--- config.mk ---
export PLATFORM = sky130hd
export DESIGN_NAME = fetch_ctrl_flat
export DESIGN_NICKNAME = d
export VERILOG_FILES = /design/src/rtl/fetch_pkg.sv /design/src/rtl/fetch_ctrl_if.sv /design/src/rtl/fetch_pc_next.sv /design/src/rtl/fetch_ctrl.sv /design/src/flat_wrapper.sv
export SDC_FILE = /design/constraint.sdc
export NUM_CORES = 1
export LEC_CHECK = 0
export ABC_AREA = 1
export CORE_ASPECT_RATIO = 0.9
export CORE_MARGIN = 2
export CORE_UTILIZATION = 55
export CTS_CLUSTER_DIAMETER = 150
export DETAILED_ROUTE_END_ITERATION = 6
export GPL_ROUTABILITY_DRIVEN = 0
export HOLD_SLACK_MARGIN = 0.06
export PLACE_DENSITY = 0.88
export SLEW_MARGIN = 20
export SYNTH_ARGS = -nofsm -noshare
export SYNTH_HDL_FRONTEND = slang
export SYNTH_SLANG_ARGS = --single-unit
--- constraint.sdc ---
create_clock -name clk -period 4.2 [get_ports clk]
set_clock_uncertainty 0.05 [all_clocks]
set_input_delay 0.63 -clock clk [delete_from_list [all_inputs] [get_ports clk]]
set_output_delay 0.63 -clock clk [all_outputs]
set_load 0.1 [all_outputs]
--- src/rtl/fetch_pkg.sv ---
// Shared types and constants for the instruction-fetch sequencer.
package fetch_pkg;

    typedef enum logic [1:0] {
        ST_IDLE  = 2'd0,
        ST_REQ   = 2'd1,
        ST_DRAIN = 2'd2,
        ST_VALID = 2'd3
    } fetch_state_e;

    localparam int          INSTR_BYTES          = 4;
    localparam logic [31:0] DEFAULT_RESET_VECTOR = 32'h0000_1000;

endpackage

--- src/rtl/fetch_ctrl_if.sv ---
// Redirect, instruction-memory and decode handshakes of the fetch sequencer.
interface fetch_ctrl_if #(
    parameter int WIDTH = 32
);
    logic             redirect_valid;
    logic [WIDTH-1:0] redirect_pc;
    logic [WIDTH-1:0] redirect_imm;
    logic             imem_req;
    logic [WIDTH-1:0] imem_addr;
    logic             imem_ack;
    logic [31:0]      imem_rdata;
    logic             inst_valid;
    logic [31:0]      inst_data;
    logic [WIDTH-1:0] inst_pc;
    logic             inst_ready;

    modport master (
        input  redirect_valid, redirect_pc, redirect_imm,
        output imem_req, imem_addr,
        input  imem_ack, imem_rdata,
        output inst_valid, inst_data, inst_pc,
        input  inst_ready
    );

    modport slave (
        output redirect_valid, redirect_pc, redirect_imm,
        input  imem_req, imem_addr,
        output imem_ack, imem_rdata,
        input  inst_valid, inst_data, inst_pc,
        output inst_ready
    );
endinterface

--- src/rtl/fetch_pc_next.sv ---
// Next-PC select (sequential advance vs redirect target) and the pc_q register.
module fetch_pc_next
    import fetch_pkg::*;
#(
    parameter int               WIDTH        = 32,
    parameter logic [WIDTH-1:0] RESET_VECTOR = WIDTH'(DEFAULT_RESET_VECTOR)
) (
    input  logic             clk,
    input  logic             rst,
    input  logic             redirect_i,
    input  logic [WIDTH-1:0] redirect_pc_i,
    input  logic [WIDTH-1:0] redirect_imm_i,
    input  logic             advance_i,
    output logic [WIDTH-1:0] target_o,
    output logic [WIDTH-1:0] pc_o
);
    logic [WIDTH-1:0] pc_q;
    logic [WIDTH-1:0] pc_d;

    // Both sums wrap modulo 2^WIDTH; the immediate's sign falls out of two's complement.
    assign target_o = redirect_pc_i + redirect_imm_i;

    always_comb begin
        pc_d = pc_q;
        if (redirect_i) begin
            pc_d = target_o;
        end else if (advance_i) begin
            pc_d = pc_q + WIDTH'(INSTR_BYTES);
        end
    end

    always_ff @(posedge clk) begin
        if (rst) begin
            pc_q <= RESET_VECTOR;
        end else begin
            pc_q <= pc_d;
        end
    end

    assign pc_o = pc_q;
endmodule

--- src/rtl/fetch_ctrl.sv ---
// Fetch sequencer: owns the PC, drives the req/ack instruction memory and
// presents instructions to decode, discarding fetches made stale by redirects.
module fetch_ctrl
    import fetch_pkg::*;
#(
    parameter int               WIDTH        = 32,
    parameter logic [WIDTH-1:0] RESET_VECTOR = WIDTH'(DEFAULT_RESET_VECTOR)
) (
    input  logic         clk,
    input  logic         rst,
    fetch_ctrl_if.master ctrl_io
);
    fetch_state_e     state_q, state_d;
    logic [WIDTH-1:0] req_addr_q, req_addr_d;
    logic [31:0]      inst_data_q, inst_data_d;
    logic [WIDTH-1:0] inst_pc_q, inst_pc_d;
    logic [WIDTH-1:0] pc_q;
    logic [WIDTH-1:0] target;
    logic             advance;

    // In REQ pc_q always equals req_addr_q, so advancing pc_q yields req_addr_q + 4.
    assign advance = (state_q == ST_REQ) && ctrl_io.imem_ack && !ctrl_io.redirect_valid;

    fetch_pc_next #(
        .WIDTH        (WIDTH),
        .RESET_VECTOR (RESET_VECTOR)
    ) u_pc_next (
        .clk            (clk),
        .rst            (rst),
        .redirect_i     (ctrl_io.redirect_valid),
        .redirect_pc_i  (ctrl_io.redirect_pc),
        .redirect_imm_i (ctrl_io.redirect_imm),
        .advance_i      (advance),
        .target_o       (target),
        .pc_o           (pc_q)
    );

    always_comb begin
        state_d     = state_q;
        req_addr_d  = req_addr_q;
        inst_data_d = inst_data_q;
        inst_pc_d   = inst_pc_q;
        unique case (state_q)
            ST_IDLE: begin
                state_d    = ST_REQ;
                req_addr_d = ctrl_io.redirect_valid ? target : pc_q;
            end
            ST_REQ: begin
                if (ctrl_io.imem_ack) begin
                    if (ctrl_io.redirect_valid) begin
                        req_addr_d = target;
                    end else begin
                        inst_data_d = ctrl_io.imem_rdata;
                        inst_pc_d   = req_addr_q;
                        state_d     = ST_VALID;
                    end
                end else if (ctrl_io.redirect_valid) begin
                    // The request cannot be withdrawn; wait for its ack and drop it.
                    state_d = ST_DRAIN;
                end
            end
            ST_DRAIN: begin
                if (ctrl_io.imem_ack) begin
                    req_addr_d = ctrl_io.redirect_valid ? target : pc_q;
                    state_d    = ST_REQ;
                end
            end
            ST_VALID: begin
                if (ctrl_io.redirect_valid) begin
                    req_addr_d = target;
                    state_d    = ST_REQ;
                end else if (ctrl_io.inst_ready) begin
                    req_addr_d = pc_q;
                    state_d    = ST_REQ;
                end
            end
            default: state_d = ST_IDLE;
        endcase
    end

    always_ff @(posedge clk) begin
        if (rst) begin
            state_q     <= ST_IDLE;
            req_addr_q  <= '0;
            inst_data_q <= '0;
            inst_pc_q   <= '0;
        end else begin
            state_q     <= state_d;
            req_addr_q  <= req_addr_d;
            inst_data_q <= inst_data_d;
            inst_pc_q   <= inst_pc_d;
        end
    end

    assign ctrl_io.imem_req   = (state_q == ST_REQ) || (state_q == ST_DRAIN);
    assign ctrl_io.imem_addr  = req_addr_q;
    assign ctrl_io.inst_valid = (state_q == ST_VALID);
    assign ctrl_io.inst_data  = inst_data_q;
    assign ctrl_io.inst_pc    = inst_pc_q;
endmodule

--- src/flat_wrapper.sv ---
// flat-port wrapper written by rule: the top's interface ports become plain ports
module fetch_ctrl_flat import fetch_pkg::*;
#(
    parameter int               WIDTH        = 32,
    parameter logic [WIDTH-1:0] RESET_VECTOR = WIDTH'(DEFAULT_RESET_VECTOR)
)
  (clk, rst, ctrl_io_redirect_valid, ctrl_io_redirect_pc, ctrl_io_redirect_imm, ctrl_io_imem_req, ctrl_io_imem_addr, ctrl_io_imem_ack, ctrl_io_imem_rdata, ctrl_io_inst_valid, ctrl_io_inst_data, ctrl_io_inst_pc, ctrl_io_inst_ready);
  fetch_ctrl_if #(.WIDTH(WIDTH)) ctrl_io_i ();
  input  logic clk;
  input  logic rst;
  input wire logic [$bits(ctrl_io_i.redirect_valid)-1:0] ctrl_io_redirect_valid;
  input wire logic [$bits(ctrl_io_i.redirect_pc)-1:0] ctrl_io_redirect_pc;
  input wire logic [$bits(ctrl_io_i.redirect_imm)-1:0] ctrl_io_redirect_imm;
  output wire logic [$bits(ctrl_io_i.imem_req)-1:0] ctrl_io_imem_req;
  output wire logic [$bits(ctrl_io_i.imem_addr)-1:0] ctrl_io_imem_addr;
  input wire logic [$bits(ctrl_io_i.imem_ack)-1:0] ctrl_io_imem_ack;
  input wire logic [$bits(ctrl_io_i.imem_rdata)-1:0] ctrl_io_imem_rdata;
  output wire logic [$bits(ctrl_io_i.inst_valid)-1:0] ctrl_io_inst_valid;
  output wire logic [$bits(ctrl_io_i.inst_data)-1:0] ctrl_io_inst_data;
  output wire logic [$bits(ctrl_io_i.inst_pc)-1:0] ctrl_io_inst_pc;
  input wire logic [$bits(ctrl_io_i.inst_ready)-1:0] ctrl_io_inst_ready;
  assign ctrl_io_i.redirect_valid = ctrl_io_redirect_valid;
  assign ctrl_io_i.redirect_pc = ctrl_io_redirect_pc;
  assign ctrl_io_i.redirect_imm = ctrl_io_redirect_imm;
  assign ctrl_io_imem_req = ctrl_io_i.imem_req;
  assign ctrl_io_imem_addr = ctrl_io_i.imem_addr;
  assign ctrl_io_i.imem_ack = ctrl_io_imem_ack;
  assign ctrl_io_i.imem_rdata = ctrl_io_imem_rdata;
  assign ctrl_io_inst_valid = ctrl_io_i.inst_valid;
  assign ctrl_io_inst_data = ctrl_io_i.inst_data;
  assign ctrl_io_inst_pc = ctrl_io_i.inst_pc;
  assign ctrl_io_i.inst_ready = ctrl_io_inst_ready;
  fetch_ctrl #(.WIDTH(WIDTH), .RESET_VECTOR(RESET_VECTOR)) u_core (.clk(clk), .rst(rst), .ctrl_io(ctrl_io_i));
endmodule
==> results.py, run 1 <==
metrics = {
    "global_routing": {
        "grt_start_max_net_pins": 66,
        "total_grt_overflow": 0,
        "grt_use_total": 0.3141,
        "number_of_global_route_vias_before_repair": 8383,
        "antenna_violations_before_repair": 0,
        "global_route_wire_length_before_repair_microns": 40680,
    },
    "cts": {
        "numCtsBuffers": 17,
        "clock_tree.root_cell": "clkbuf_16",
        "clkLatencyLatePin_ns": 0.43,
        "tritoncts": "built",
        "clock_path_buffers": 2,
        "cts_setup_buffers": 0,
        "clkTransAtPathRegs_ns": 0.06,
        "ctsHoldBuffers": 0,
        "cts_repair_resize_count": 0,
        "cts_sinks": 130,
        "cts_max_level": 4,
    },
    "floorplanning": {
        "floorplan.initialDensity": 0.5644,
        "fp.dieArea_sq_um": 16100,
        "floorplan.die.height_microns": 120.6,
        "die_w_microns": 133.5,
        "ioPinCount": 199,
        "coreArea_sq_um": 14710,
        "standard_cell_rows": 42,
    },
    "sta": {
        "finalSetupViolations": 0,
        "timing.final.crit_share": 0.7152,
        "timing_hold_violations_final": 0,
        "final_max_slew_viol_count": 0,
        "worstMarginPinSlew_ns": 1.037,
        "final_tns_setup_ns": 0,
        "setup_slack_ns": 1.196,
        "max_freq_mhz": 332.9,
        "post-route-min-period_ns": 3.004,
        "rsz0062_at_grt": "no",
        "slew_headroom": 0.3068,
    },
    "setup_path": {
        "maximum_net_fanout_on_the_critical_path": 4,
        "timing.setup.critical_path_class": "flip-flop to output port",
        "critical_path_required_ns": 3.52,
        "start_kind": "flip-flop",
        "worstSetupEndpointType": "output port",
        "rr_worst_depth": 6,
        "cp-startpoint": "u_core.state_q[0]",
        "worst-endpoint-arrival_ns": 2.32,
        "rr_startpoint": "u_core.state_q[0]",
    },
    "flow_run": {
        "max_cap_viol_count": 0,
    },
    "placement": {
        "preCtsSetupSlack_ns": 1.188,
        "buffer_ports.inserted": 198,
        "dp.final_hpwl_microns": 18250,
        "place_inst": 1703,
    },
    "route": {
        "vias": 9258,
        "drt-total-wl_microns": 25480,
        "post-route-drc-count": 0,
        "first_iter_violations": 845,
        "routed_wire_length_per_instance_microns": 14.70,
        "via_per_inst": 5.339,
        "drt_pre_antenna_iters": 6,
        "count_of_nets_left_with_antenna_violations_after_detail_routing": 0,
    },
    "layout": {
        "final.fill_count": 1166,
        "post_route_cells_drive_above_1_share": 0.04818,
        "finalCoreUtilization": 0.7494,
        "multi_input_gate_area_sq_um": 4817,
        "final-seq-area_sq_um": 2603,
        "flow.area_growth_from_synthesis_pct": 32.79,
        "instances_no_fill": 1734,
        "design.final.nets": 1661,
        "diodes": 0,
    },
    "synthesis": {
        "mappedNetlistArea_sq_um": 8304,
        "synthCells": 1347,
        "ys_types": 42,
        "ys_seq_elements": 130,
        "portion_of_the_post_synthesis_area_used_by_sequential_elements": 0.3134,
        "syn-num-nets": 1484,
        "yosysWarningCount": 0,
        "synth_area_per_cell_sq_um": 6.165,
    },
    "run_status": {
        "outcome": "completed",
    },
    "power": {
        "pwr_density_cell_nw_per_um2": 443.4,
        "leakage_power_total_nw": 5.402,
        "vdd_ir_drop_max_uv": 357.4,
    },
    "hold_path": {
        "holdCritStartpoint": "u_core.ctrl_io.imem_addr[21]",
        "whs_path_depth": 2,
        "worstHoldPathType": "flip-flop to flip-flop",
    },
}
[layout make-up]
class                           instances  area share
Clock buffer                           22     0.04300
Inverter                              180     0.06127
Timing Repair Buffer                  211      0.1886
Multi-Input combinational cell        984      0.4369
Tap cell                              198     0.02247
Sequential cell                       130      0.2360
Clock inverter                          9     0.01180
[cell families after synthesis]
group	after synthesis	share of synthesized area
AOI/OAI and AO/OA	246	0.1531
DFF	130	0.3134
xor gates and xnor gates	35	0.03691
adders and majority gates	36	0.05515
and+or+nand+nor	667	0.3342
buffers and inverters	233	0.1073
[synthesized netlist by cell type]
library cell,n,area share
xnor2_1,9,0.0095
nor2_4,4,0.0054
nand3_2,1,0.0012
o21ai_1,5,0.0030
inv_1,175,0.079
nand3b_1,1,0.00090
a21o_1,1,0.00090
o211ai_1,2,0.0018
nand3_1,68,0.041
nand2_2,6,0.0045
nand2_1,355,0.16
nor2_1,202,0.091
o21ai_0,118,0.071
nor3_1,6,0.0036
nand4_2,2,0.0030
o21bai_1,2,0.0018
dfxtp_1,130,0.31
and2_0,1,0.00075
nand4_1,3,0.0023
a22oi_1,2,0.0018
and2_1,2,0.0015
buf_2,13,0.0078
a311oi_1,1,0.0011
ha_1,35,0.053
nor2_2,3,0.0023
buf_1,3,0.0014
clkbuf_1,37,0.017
a221oi_1,1,0.0011
nand3_4,1,0.0021
a211oi_1,4,0.0036
nand2_4,1,0.0014
xor2_1,26,0.027
a21oi_1,106,0.064
nor3_2,4,0.0048
a31oi_1,4,0.0030
nor2_8,1,0.0024
or2_2,1,0.00075
fa_1,1,0.0024
nor3b_2,1,0.0015
inv_2,5,0.0023
or2_1,1,0.00075
or2_0,3,0.0023
[layout by cell type, fill, tap and decap left out, types with 26 or more instances in the layout]
master,count
ha_1,35
xor2_1,26
o21ai_0,118
inv_1,173
a21oi_1,106
nand3_1,68
nor2_1,202
nand2_1,355
clkdlybuf4s50_1,198
dfxtp_1,130
[per-stage QoR]
stage	cell area, sq um	power (mW)	hold slack, ns
global placement	10420	3.315	0.4208
CTS	11030	4.871	0.4377
detailed placement	10420	3.345	0.4300
finish	11030	4.889	0.4355
floorplan	8304	2.840	0.4438
global route	11030	5.081	0.4671
[where the power goes]
group          leakage [nW]  switching, mW  internal, mW  total [mW]
clock                 0.296          0.557         0.975        1.53
combinational          4.04           1.35         0.512        1.86
sequential             1.07          0.124          1.37        1.50
total                  5.40           2.03          2.86        4.89
[state kept, by name (all words and copies together), names as in the netlist]
register and flops:
u_core.ctrl_io.inst_pc 32, u_core.state_q 2, u_core.u_pc_next.pc_o 32, u_core.ctrl_io.imem_addr 32
u_core.ctrl_io.inst_data 32
[critical path, stage by stage, from the launching register on]
cell and delay (ns):
dfxtp_1 0.37, inv_1 0.06, ha_1 0.28, inv_1 0.06, clkdlybuf4s50_1 1.13
[worst paths after layout]
path / endpoint / slack [ns]
setup reg to reg: u_core.ctrl_io.inst_pc[16] / 2.03
hold reg to reg: u_core.ctrl_io.imem_addr[21] / 0.44
hold / removal: u_core.ctrl_io.imem_addr[21] / 0.44
setup / recovery: ctrl_io_imem_req / 1.20
[per-layer routing]
metal | global-route usage | vias to the layer above | routed length (microns)
met5 | 0 | - | 0
met4 | 0.1396 | 0 | 934
met3 | 0.05912 | 80 | 1963
met2 | 0.5306 | 452 | 12000
met1 | 0.3914 | 4117 | 10590
li1 | - | 4609 | -
Power figures use the tool's default switching activity.
==> run 2, diff against run 1 <==
--- a/config.mk
+++ b/config.mk
@@ -8,12 +8,12 @@
 export ABC_AREA = 1
 export CORE_ASPECT_RATIO = 0.9
 export CORE_MARGIN = 2
-export CORE_UTILIZATION = 55
+export CORE_UTILIZATION = 46
 export CTS_CLUSTER_DIAMETER = 150
 export DETAILED_ROUTE_END_ITERATION = 6
 export GPL_ROUTABILITY_DRIVEN = 0
 export HOLD_SLACK_MARGIN = 0.06
-export PLACE_DENSITY = 0.88
+export PLACE_DENSITY = 0.79
 export SLEW_MARGIN = 20
 export SYNTH_ARGS = -nofsm -noshare
 export SYNTH_HDL_FRONTEND = slang
==> constraint.sdc (replaced) <==
create_clock -name clk -period 2.4 [get_ports clk]
set_clock_uncertainty 0.05 [all_clocks]
set_input_delay 0.36 -clock clk [delete_from_list [all_inputs] [get_ports clk]]
set_output_delay 0.36 -clock clk [all_outputs]
set_load 0.1 [all_outputs]
==> run 2 against run 1 <==
  * Largest cell class unchanged
  * Cell area is 2.9% higher
  * Hold slack improved by 0.0046 ns
  * Critical path type is now primary input to flip-flop
  * Flip-flop and latch count stayed put
==> results.py, run 2 (synthesis gave the netlist of run 1 again) <==
metrics = {
    "sta": {
        "worst_hold_slack_ns": 0.4401,
        "post-route-min-period_ns": 2.194,
        "timing_hold_violations_final": 0,
        "final_max_slew_viol_count": 0,
        "rsz0062_at_grt": "no",
        "final_tns_setup_ns": 0,
        "timing.final.crit_share": 0.9143,
        "slew_headroom": 0.7135,
        "finalSetupViolations": 0,
        "worstMarginPinSlew_ns": 0.4265,
        "max_freq_mhz": 455.7,
    },
    "route": {
        "via_per_inst": 5.037,
        "first_iter_violations": 622,
        "drt-total-wl_microns": 24550,
        "drt_pre_antenna_iters": 5,
        "vias": 9188,
        "routed_wire_length_per_instance_microns": 13.46,
        "post-route-drc-count": 0,
        "count_of_nets_left_with_antenna_violations_after_detail_routing": 0,
    },
    "floorplanning": {
        "coreArea_sq_um": 17670,
        "die_w_microns": 145.6,
        "ioPinCount": 199,
        "floorplan.initialDensity": 0.4700,
        "fp.dieArea_sq_um": 19140,
        "standard_cell_rows": 46,
        "floorplan.die.height_microns": 131.5,
    },
    "cts": {
        "cts_max_level": 4,
        "cts_setup_buffers": 0,
        "numCtsBuffers": 17,
        "clkTransAtPathRegs_ns": 0.06,
        "cts_repair_resize_count": 0,
        "clock_path_buffers": 2,
        "clkLatencyLatePin_ns": 0.41,
        "cts_sinks": 130,
        "tritoncts": "built",
        "clock_tree.root_cell": "clkbuf_16",
        "ctsHoldBuffers": 0,
    },
    "global_routing": {
        "grt_use_total": 0.2584,
        "antenna_violations_before_repair": 0,
        "global_route_wire_length_before_repair_microns": 40960,
        "number_of_global_route_vias_before_repair": 8516,
        "grt_start_max_net_pins": 66,
        "total_grt_overflow": 0,
    },
    "placement": {
        "dp.final_hpwl_microns": 18400,
        "buffer_ports.inserted": 198,
    },
    "power": {
        "vdd_ir_drop_max_uv": 574.2,
        "leakage_power_total_nw": 5.870,
        "pwr_density_cell_nw_per_um2": 793.0,
    },
    "setup_path": {
        "crit_path_frequent_cell": "nand3_1",
        "worst-r2r-setup-slack_ns": 0.51,
        "rr_endpoint": "u_core.u_pc_next.pc_o[30]",
        "worst-endpoint-arrival_ns": 2.46,
        "path_cells": "clkdlybuf4s50_1, ha_1, inv_1, fa_1, inv_1, nand3_1, nand3_1, nand3_1, nand3_1, nand2_1, nand3_1, nand2_1, nand2_1, nand3_1, nand2_1, inv_1",
        "start_kind": "primary input",
        "worstSetupEndpointType": "flip-flop",
        "crit_path_top_delay_cell": "clkdlybuf4s50_1",
        "critical_path_required_ns": 2.66,
        "timing.setup.critical_path_class": "primary input to flip-flop",
        "rr_worst_depth": 11,
        "rr_startpoint": "u_core.u_pc_next.pc_o[3]",
        "cpPeakStageDelay_ns": 0.46,
        "maximum_net_fanout_on_the_critical_path": 3,
    },
    "layout": {
        "diodes": 0,
        "leading_cell_type_in_the_layout_fill_and_taps_excluded": "nand2_1",
        "flow.area_growth_from_synthesis_pct": 36.58,
        "commonest_non_fill_non_tap_cells_in_the_layout": "nand2_1 (355), nor2_1 (202), inv_1 (173)",
        "final.fill_count": 1628,
        "design.final.nets": 1708,
        "post_route_cells_drive_above_1_share": 0.1395,
        "finalCoreUtilization": 0.6419,
    },
    "hold_path": {
        "whs_path_depth": 2,
        "worstHoldEndpoint": "u_core.ctrl_io.imem_addr[23]",
        "worstHoldPathType": "flip-flop to flip-flop",
        "holdCritStartpoint": "u_core.ctrl_io.imem_addr[23]",
    },
    "run_status": {
        "outcome": "completed",
    },
    "flow_run": {
        "max_cap_viol_count": 0,
    },
}
run 2: critical path: cells and delay by family:
family	cells	cell delay, ns
simple gates	10	0.88
buf+inv	4	0.63
fa+ha+maj	2	0.56
run 2: stage by stage:
stage          cells  setup slack, ns  power (mW)  instance area, sq um
2_1_floorplan   1347           0.1624       4.969                  8304
3_3_place_gp    1792          -0.1808       5.921                 10650
3_5_place_dp    1792          -0.2149       5.957                 10650
4_1_cts         1824           0.2187       9.027                 11340
5_1_grt         1824          0.02518       9.411                 11340
6_report        1824           0.2056       8.994                 11340
run 2: metal layers:
| layer | share of wire | track usage |
|---|---|---|
| met5 | 0 | 0 |
| met3 | 0.065 | 0.04826 |
| met2 | 0.47 | 0.4442 |
| met1 | 0.43 | 0.3226 |
| met4 | 0.029 | 0.09532 |
run 2: worst max-delay path by stage:
stage / depth (start not counted) / end / slack, ns / from
after floorplan: 9 / u_core.ctrl_io.imem_addr[7] / 0.16 / u_core.state_q[0]
after global placement: 16 / u_core.u_pc_next.pc_o[28] / -0.18 / ctrl_io_redirect_imm[0]
after detailed placement: 16 / u_core.u_pc_next.pc_o[28] / -0.21 / ctrl_io_redirect_imm[0]
after CTS: 16 / u_core.u_pc_next.pc_o[28] / 0.22 / ctrl_io_redirect_imm[0]
after global routing: 16 / u_core.u_pc_next.pc_o[28] / 0.03 / ctrl_io_redirect_imm[0]
final: 16 / u_core.u_pc_next.pc_o[28] / 0.21 / ctrl_io_redirect_imm[0]
run 2: area by class of cell:
type / count / area [sq um] / area share
clock buffer: 19 / 442.9 / 0.03905
clock inverter: 13 / 254.0 / 0.02239
sequential: 130 / 2603 / 0.2295
tap: 240 / 300.3 / 0.02648
multi-input combinational: 984 / 4817 / 0.4247
timing repair buffer: 258 / 2250 / 0.1983
inverter: 180 / 675.6 / 0.05957
run 2: power by group:
part           switching (mW)  internal [mW]  total [mW]
Sequential              0.226           2.40        2.63
Clock                   0.972           2.09        3.06
Combinational            2.35          0.959        3.31
Total                    3.55           5.45        8.99
